File: config.mk
export PLATFORM = sky130hd
export DESIGN_NAME = rx_frame_arbiter_flat
export DESIGN_NICKNAME = d
export VERILOG_FILES = /design/src/rtl/rx_frame_arbiter_if.sv /design/src/rtl/rx_frame_arbiter.sv /design/src/flat_wrapper.sv
export SDC_FILE = /design/constraint.sdc
export NUM_CORES = 1
export LEC_CHECK = 0
export CORE_AREA = 2 2 92 94
export CTS_BUF_LIST = sky130_fd_sc_hd__clkbuf_2
export DETAILED_ROUTE_END_ITERATION = 6
export DIE_AREA = 0 0 94 96
export PLACE_DENSITY = 0.63
export SLEW_MARGIN = 20
export SYNTH_ARGS = -nofsm -noshare
export SYNTH_HDL_FRONTEND = slang
export SYNTH_SLANG_ARGS = --single-unit
File: constraint.sdc
create_clock -name clk -period 2.79 [get_ports clk]
set_input_delay 0.837 -clock clk [delete_from_list [all_inputs] [get_ports clk]]
set_output_delay 0.837 -clock clk [all_outputs]
set_load 0.01 [all_outputs]
File: src/rtl/rx_frame_arbiter_if.sv
// Bundle between the frame arbiter, its two RX buffers and the shared TX buffer.
// The master modport is the arbiter side; slave is the buffer/environment side.
interface rx_frame_arbiter_if #(
   parameter int unsigned LEN_W = 16
) ();
   logic [7:0]       rx0_data;
   logic             rx0_empty;
   logic [LEN_W-1:0] rx0_payload_len;
   logic             rx0_rd_en;
   logic [7:0]       rx1_data;
   logic             rx1_empty;
   logic [LEN_W-1:0] rx1_payload_len;
   logic             rx1_rd_en;
   logic [7:0]       tx_data;
   logic             tx_valid;
   logic [LEN_W-1:0] number_of_bytes;
   logic             btx_full;
   logic [1:0]       grant;
   logic             frame_done;

   modport master (
      input  rx0_data, rx0_empty, rx0_payload_len,
      input  rx1_data, rx1_empty, rx1_payload_len,
      input  btx_full,
      output rx0_rd_en, rx1_rd_en,
      output tx_data, tx_valid, number_of_bytes, grant, frame_done
   );

   modport slave (
      output rx0_data, rx0_empty, rx0_payload_len,
      output rx1_data, rx1_empty, rx1_payload_len,
      output btx_full,
      input  rx0_rd_en, rx1_rd_en,
      input  tx_data, tx_valid, number_of_bytes, grant, frame_done
   );
endinterface

File: src/rtl/rx_frame_arbiter.sv
// Round-robin, whole-frame arbiter sharing one TX buffer between two RX buffers.
// Grants a source in IDLE, copies its payload byte count in XFER, pulses frame_done in DONE.
module rx_frame_arbiter #(
   parameter int unsigned LEN_W = 16
) (
   input logic          clk,
   input logic          rst_n,
   rx_frame_arbiter_if.master bus_io
);

   typedef enum logic [1:0] {StIdle, StXfer, StDone} state_e;

   localparam logic [LEN_W-1:0] LenOne = {{(LEN_W-1){1'b0}}, 1'b1};

   state_e           state_q;
   logic             rr_q;
   logic             sel_q;
   logic [1:0]       grant_q;
   logic [LEN_W-1:0] nbytes_q;
   logic [LEN_W-1:0] remaining_q;
   logic             tx_valid_q;
   logic             frame_done_q;

   logic             src_empty;
   logic             rd_en;
   logic             any_req;
   logic             pick;
   logic [LEN_W-1:0] pick_len;

   always_comb begin
      src_empty = sel_q ? bus_io.rx1_empty : bus_io.rx0_empty;
      rd_en     = (state_q == StXfer) && !src_empty && !bus_io.btx_full &&
                  (remaining_q != '0);
      any_req   = !bus_io.rx0_empty || !bus_io.rx1_empty;
      // With both requesting follow rr; otherwise take the only one that is non-empty.
      if (!bus_io.rx0_empty && !bus_io.rx1_empty) begin
         pick = rr_q;
      end else begin
         pick = bus_io.rx0_empty;
      end
      pick_len = pick ? bus_io.rx1_payload_len : bus_io.rx0_payload_len;
   end

   assign bus_io.rx0_rd_en       = rd_en && !sel_q;
   assign bus_io.rx1_rd_en       = rd_en && sel_q;
   assign bus_io.tx_data         = sel_q ? bus_io.rx1_data : bus_io.rx0_data;
   assign bus_io.tx_valid        = tx_valid_q;
   assign bus_io.number_of_bytes = nbytes_q;
   assign bus_io.grant           = grant_q;
   assign bus_io.frame_done      = frame_done_q;

   always_ff @(posedge clk) begin
      if (!rst_n) begin
         state_q      <= StIdle;
         rr_q         <= 1'b0;
         sel_q        <= 1'b0;
         grant_q      <= 2'b00;
         nbytes_q     <= '0;
         remaining_q  <= '0;
         tx_valid_q   <= 1'b0;
         frame_done_q <= 1'b0;
      end else begin
         tx_valid_q   <= rd_en;
         frame_done_q <= 1'b0;
         unique case (state_q)
            StIdle: begin
               if (any_req) begin
                  sel_q       <= pick;
                  grant_q     <= pick ? 2'b10 : 2'b01;
                  nbytes_q    <= pick_len;
                  // A zero-length header still moves one byte.
                  remaining_q <= (pick_len == '0) ? LenOne : pick_len;
                  state_q     <= StXfer;
               end
            end
            StXfer: begin
               if (rd_en) begin
                  remaining_q <= remaining_q - LenOne;
                  if (remaining_q == LenOne) begin
                     state_q      <= StDone;
                     frame_done_q <= 1'b1;
                  end
               end
            end
            StDone: begin
               rr_q    <= ~sel_q;
               grant_q <= 2'b00;
               state_q <= StIdle;
            end
            default: state_q <= StIdle;
         endcase
      end
   end

endmodule

File: src/flat_wrapper.sv
// flat-port wrapper written by rule: the top's interface ports become plain ports
module rx_frame_arbiter_flat 
#(
   parameter int unsigned LEN_W = 16
)
  (clk, rst_n, bus_io_rx0_data, bus_io_rx0_empty, bus_io_rx0_payload_len, bus_io_rx1_data, bus_io_rx1_empty, bus_io_rx1_payload_len, bus_io_btx_full, bus_io_rx0_rd_en, bus_io_rx1_rd_en, bus_io_tx_data, bus_io_tx_valid, bus_io_number_of_bytes, bus_io_grant, bus_io_frame_done);
  rx_frame_arbiter_if #(.LEN_W(LEN_W)) bus_io_i ();
  input logic clk;
  input logic rst_n;
  input wire logic [$bits(bus_io_i.rx0_data)-1:0] bus_io_rx0_data;
  input wire logic [$bits(bus_io_i.rx0_empty)-1:0] bus_io_rx0_empty;
  input wire logic [$bits(bus_io_i.rx0_payload_len)-1:0] bus_io_rx0_payload_len;
  input wire logic [$bits(bus_io_i.rx1_data)-1:0] bus_io_rx1_data;
  input wire logic [$bits(bus_io_i.rx1_empty)-1:0] bus_io_rx1_empty;
  input wire logic [$bits(bus_io_i.rx1_payload_len)-1:0] bus_io_rx1_payload_len;
  input wire logic [$bits(bus_io_i.btx_full)-1:0] bus_io_btx_full;
  output wire logic [$bits(bus_io_i.rx0_rd_en)-1:0] bus_io_rx0_rd_en;
  output wire logic [$bits(bus_io_i.rx1_rd_en)-1:0] bus_io_rx1_rd_en;
  output wire logic [$bits(bus_io_i.tx_data)-1:0] bus_io_tx_data;
  output wire logic [$bits(bus_io_i.tx_valid)-1:0] bus_io_tx_valid;
  output wire logic [$bits(bus_io_i.number_of_bytes)-1:0] bus_io_number_of_bytes;
  output wire logic [$bits(bus_io_i.grant)-1:0] bus_io_grant;
  output wire logic [$bits(bus_io_i.frame_done)-1:0] bus_io_frame_done;
  assign bus_io_i.rx0_data = bus_io_rx0_data;
  assign bus_io_i.rx0_empty = bus_io_rx0_empty;
  assign bus_io_i.rx0_payload_len = bus_io_rx0_payload_len;
  assign bus_io_i.rx1_data = bus_io_rx1_data;
  assign bus_io_i.rx1_empty = bus_io_rx1_empty;
  assign bus_io_i.rx1_payload_len = bus_io_rx1_payload_len;
  assign bus_io_i.btx_full = bus_io_btx_full;
  assign bus_io_rx0_rd_en = bus_io_i.rx0_rd_en;
  assign bus_io_rx1_rd_en = bus_io_i.rx1_rd_en;
  assign bus_io_tx_data = bus_io_i.tx_data;
  assign bus_io_tx_valid = bus_io_i.tx_valid;
  assign bus_io_number_of_bytes = bus_io_i.number_of_bytes;
  assign bus_io_grant = bus_io_i.grant;
  assign bus_io_frame_done = bus_io_i.frame_done;
  rx_frame_arbiter #(.LEN_W(LEN_W)) u_core (.clk(clk), .rst_n(rst_n), .bus_io(bus_io_i));
endmodule
==> flow_summary.yaml <==
status:
  outcome: "complete, no violations"
floorplan:
  die_x_um: 94
  die_area_um2: 9020
  initial_core_util_pct: 29.2
  core_um2: 8050
  die_y_um: 96
  ioPinCount: 83
  fp-row-count: 33
synth:
  async_reset_ff_share_pct: 0
  syn_inst: 300
  synth_most_common_cell: "dfxtp_1"
  avgSynthCellArea_um2: 7.84
  synthesis.area_um2: 2350
  syn_nets: 355
  ys_types: 40
  synth_area_leaders: "dfxtp_1 34%, o21a_1 6.7%, o21ai_0 5.7%"
  seq_area_frac_synth_pct: 34.0
  synth_seq_cells: 40
  post-synth-top-area-cell: "dfxtp_1"
  yosysWarnings: 0
  synth-edff-count: 0
  ys_dominant_reg_cell: "dfxtp_1"
  yosysTopAreaCellShare_pct: 34.0
  synth_common_cells: "40 x dfxtp_1, 28 x nor2_1, 27 x o21ai_0, 24 x a21oi_1"
detailed_routing:
  via_per_inst: 5.25
  detail_route.iter0.violations: 151
  wirelength_mm: 7.54
  drc_errors: 0
  route.detailed.wl_per_inst_um: 15.1
  first_pass_iters: 5
  antenna_left: 0
  vias: 2614
finish:
  nFillCells: 829
  antenna_cells: 0
  final_area_um2: 3510
  fin_cells: 498
  drive_gt1_share_pct: 14.5
  area_growth_pct: 49.1
  fin_nets: 447
timing:
  skew_ns: 0.0203
  rsz0062_at_grt: "no"
  setup_viol: 0
  fmax_mhz: 364
  worst_pin_slew_ns: 0.689
  post-route-period-util_pct: 98.5
  min_period_ns: 2.75
  slew_violations: 0
  setup_slack_ns: 0.0424
  max-slew-margin-rel_pct: 54.1
  finalHoldViolCount: 0
grt:
  antenna_found_initial: 0
  grt_overflow: 0
  grt_max_degree: 30
  grt_pass1_vias: 2453
  grt_usage_pct: 17.0
  grt_pass1_wl_mm: 12.1
power_and_ir_drop:
  leakage_nw: 1.27
  peakVddDrop_mv: 0.147
  power.total_mw: 1.51
  power_density_nw_per_um2: 430
clocking:
  cts_hold_buf: 0
  ctsRootBufferMaster: "clkbuf_2"
  cts_sinks: 40
  cts_max_path_buffers: 2
  clk_latency_ns: 0.40
  clk_pin_slew_ns: 0.18
  cts_tree: "yes"
  cts_buffers: 5
  htreeDepth: 2
setup_path:
  crit_required_ns: 1.95
  crit_path_start_kind: "primary input"
  end_kind: "output pin"
  cp_max_fo: 3
  arrival_ns: 1.91
  path_class: "primary input to output pin"
place:
  placed_area_um2: 3420
  pre_cts_ws_ns: -0.426
  gp_congestion: 0.868
  dp.cells: 489
  place_hpwl_mm: 5.68
  port_buffers: 82
min_path:
  hp-class: "flop to flop"
flow_run:
  max_cap_viol_count: 0
==> placed cells by master, fill, tap and decap left out, types with 5 or more instances in the layout <==
cell and instances:
clkbuf_2 5, nor4_1 14, nor3b_1 9, dfxtp_1 38, a311oi_1 5, nor3_1 20, mux2_2 8, o21ai_0 27
nand2_1 10, a21oi_1 24, nand3_1 5, nor2_1 28, a21boi_0 7, clkdlybuf4s50_1 71, o21a_1 21, dlygate4sd2_1 8
inv_1 5, buf_4 23
==> metal layers <==
metal  up-vias  routed length (um)  GRT usage (%)  part of all wire [%]
met2        71                3500           27.2                    46
met3        16                 472           3.52                   6.3
met5         -                   0              0                     0
met4         0                 189           6.40                   2.5
li1       1310                   -              -                     -
met1      1217                3380           22.5                    45
==> stage by stage <==
stage | hold slack [ns] | util, % | setup TNS [ns]
2_1_floorplan | 0.461 | - | 0
3_3_place_gp | 0.467 | 42.5 | -0.849
3_5_place_dp | 0.464 | 42.5 | -0.972
4_1_cts | 0.488 | 43.3 | -0.0271
5_1_grt | 0.515 | 43.6 | 0
6_report | 0.493 | 43.6 | 0
==> cell families (layout without fill, tap and decap cells) <==
family                     after synthesis  count (layout)  synth area share (%)
and+or+nand+nor                        118             118                  28.0
DFF                                     40              40                  34.0
muxes                                   11              11                  5.11
adders and majority gates                2               2                  1.06
AOI/OAI and AO/OA                      101             101                  27.2
buffers and inverters                   28             121                  4.63
==> path summary, 6_finish.rpt <==
path	startpoint	endpoint	slack, ns	depth (start not counted)
setup / recovery	bus_io_rx1_empty	bus_io_rx0_rd_en	0.04	5
hold / removal	u_core.remaining_q[1]	u_core.remaining_q[1]	0.49	2
setup reg to reg	u_core.remaining_q[8]	u_core.remaining_q[14]	0.66	6
hold reg to reg	u_core.remaining_q[1]	u_core.remaining_q[1]	0.49	2
==> critical path, stage by stage <==
cell,delay (ns)
clkdlybuf4s50_1,0.44
nand2_2,0.10
o2111ai_4,0.16
nor3_2,0.14
clkdlybuf4s15_2,0.24
==> repair_timing <==
item                                    4_1_cts  5_1_grt
pin swaps                                     1        2
gates resized for setup                      22        7
buffers inserted                              0        1
endpoints found under the setup margin       10        2
==> area by class of cell <==
class                           instances  area, um2  area share, %
Clock inverter                          3       13.8          0.392
Tap cell                              105        131           3.75
Timing Repair Buffer                  107       1020           29.1
Clock buffer                            5       25.0          0.714
Multi-Input combinational cell        232       1490           42.5
Sequential cell                        40        803           22.9
Inverter                                6       22.5          0.642
==> where the power goes <==
part	total [mW]	leakage (nW)	internal [mW]	switching [mW]
Combinational	0.596	0.913	0.315	0.281
Clock	0.247	0.0302	0.0563	0.191
Sequential	0.665	0.330	0.623	0.0418
Total	1.51	1.27	0.994	0.513
==> registers in the layout, summed over array words and instances, names as in the netlist <==
| register | cells |
|---|---|
| u_core.rr_q | 1 |
| u_core.bus_io.tx_valid | 1 |
| u_core.state_q | 2 |
| u_core.bus_io.frame_done | 1 |
| u_core.sel_q | 1 |
| u_core.remaining_q | 16 |
| u_core.bus_io.grant | 2 |
| u_core.bus_io.number_of_bytes | 16 |
Power figures use the tool's default switching activity.
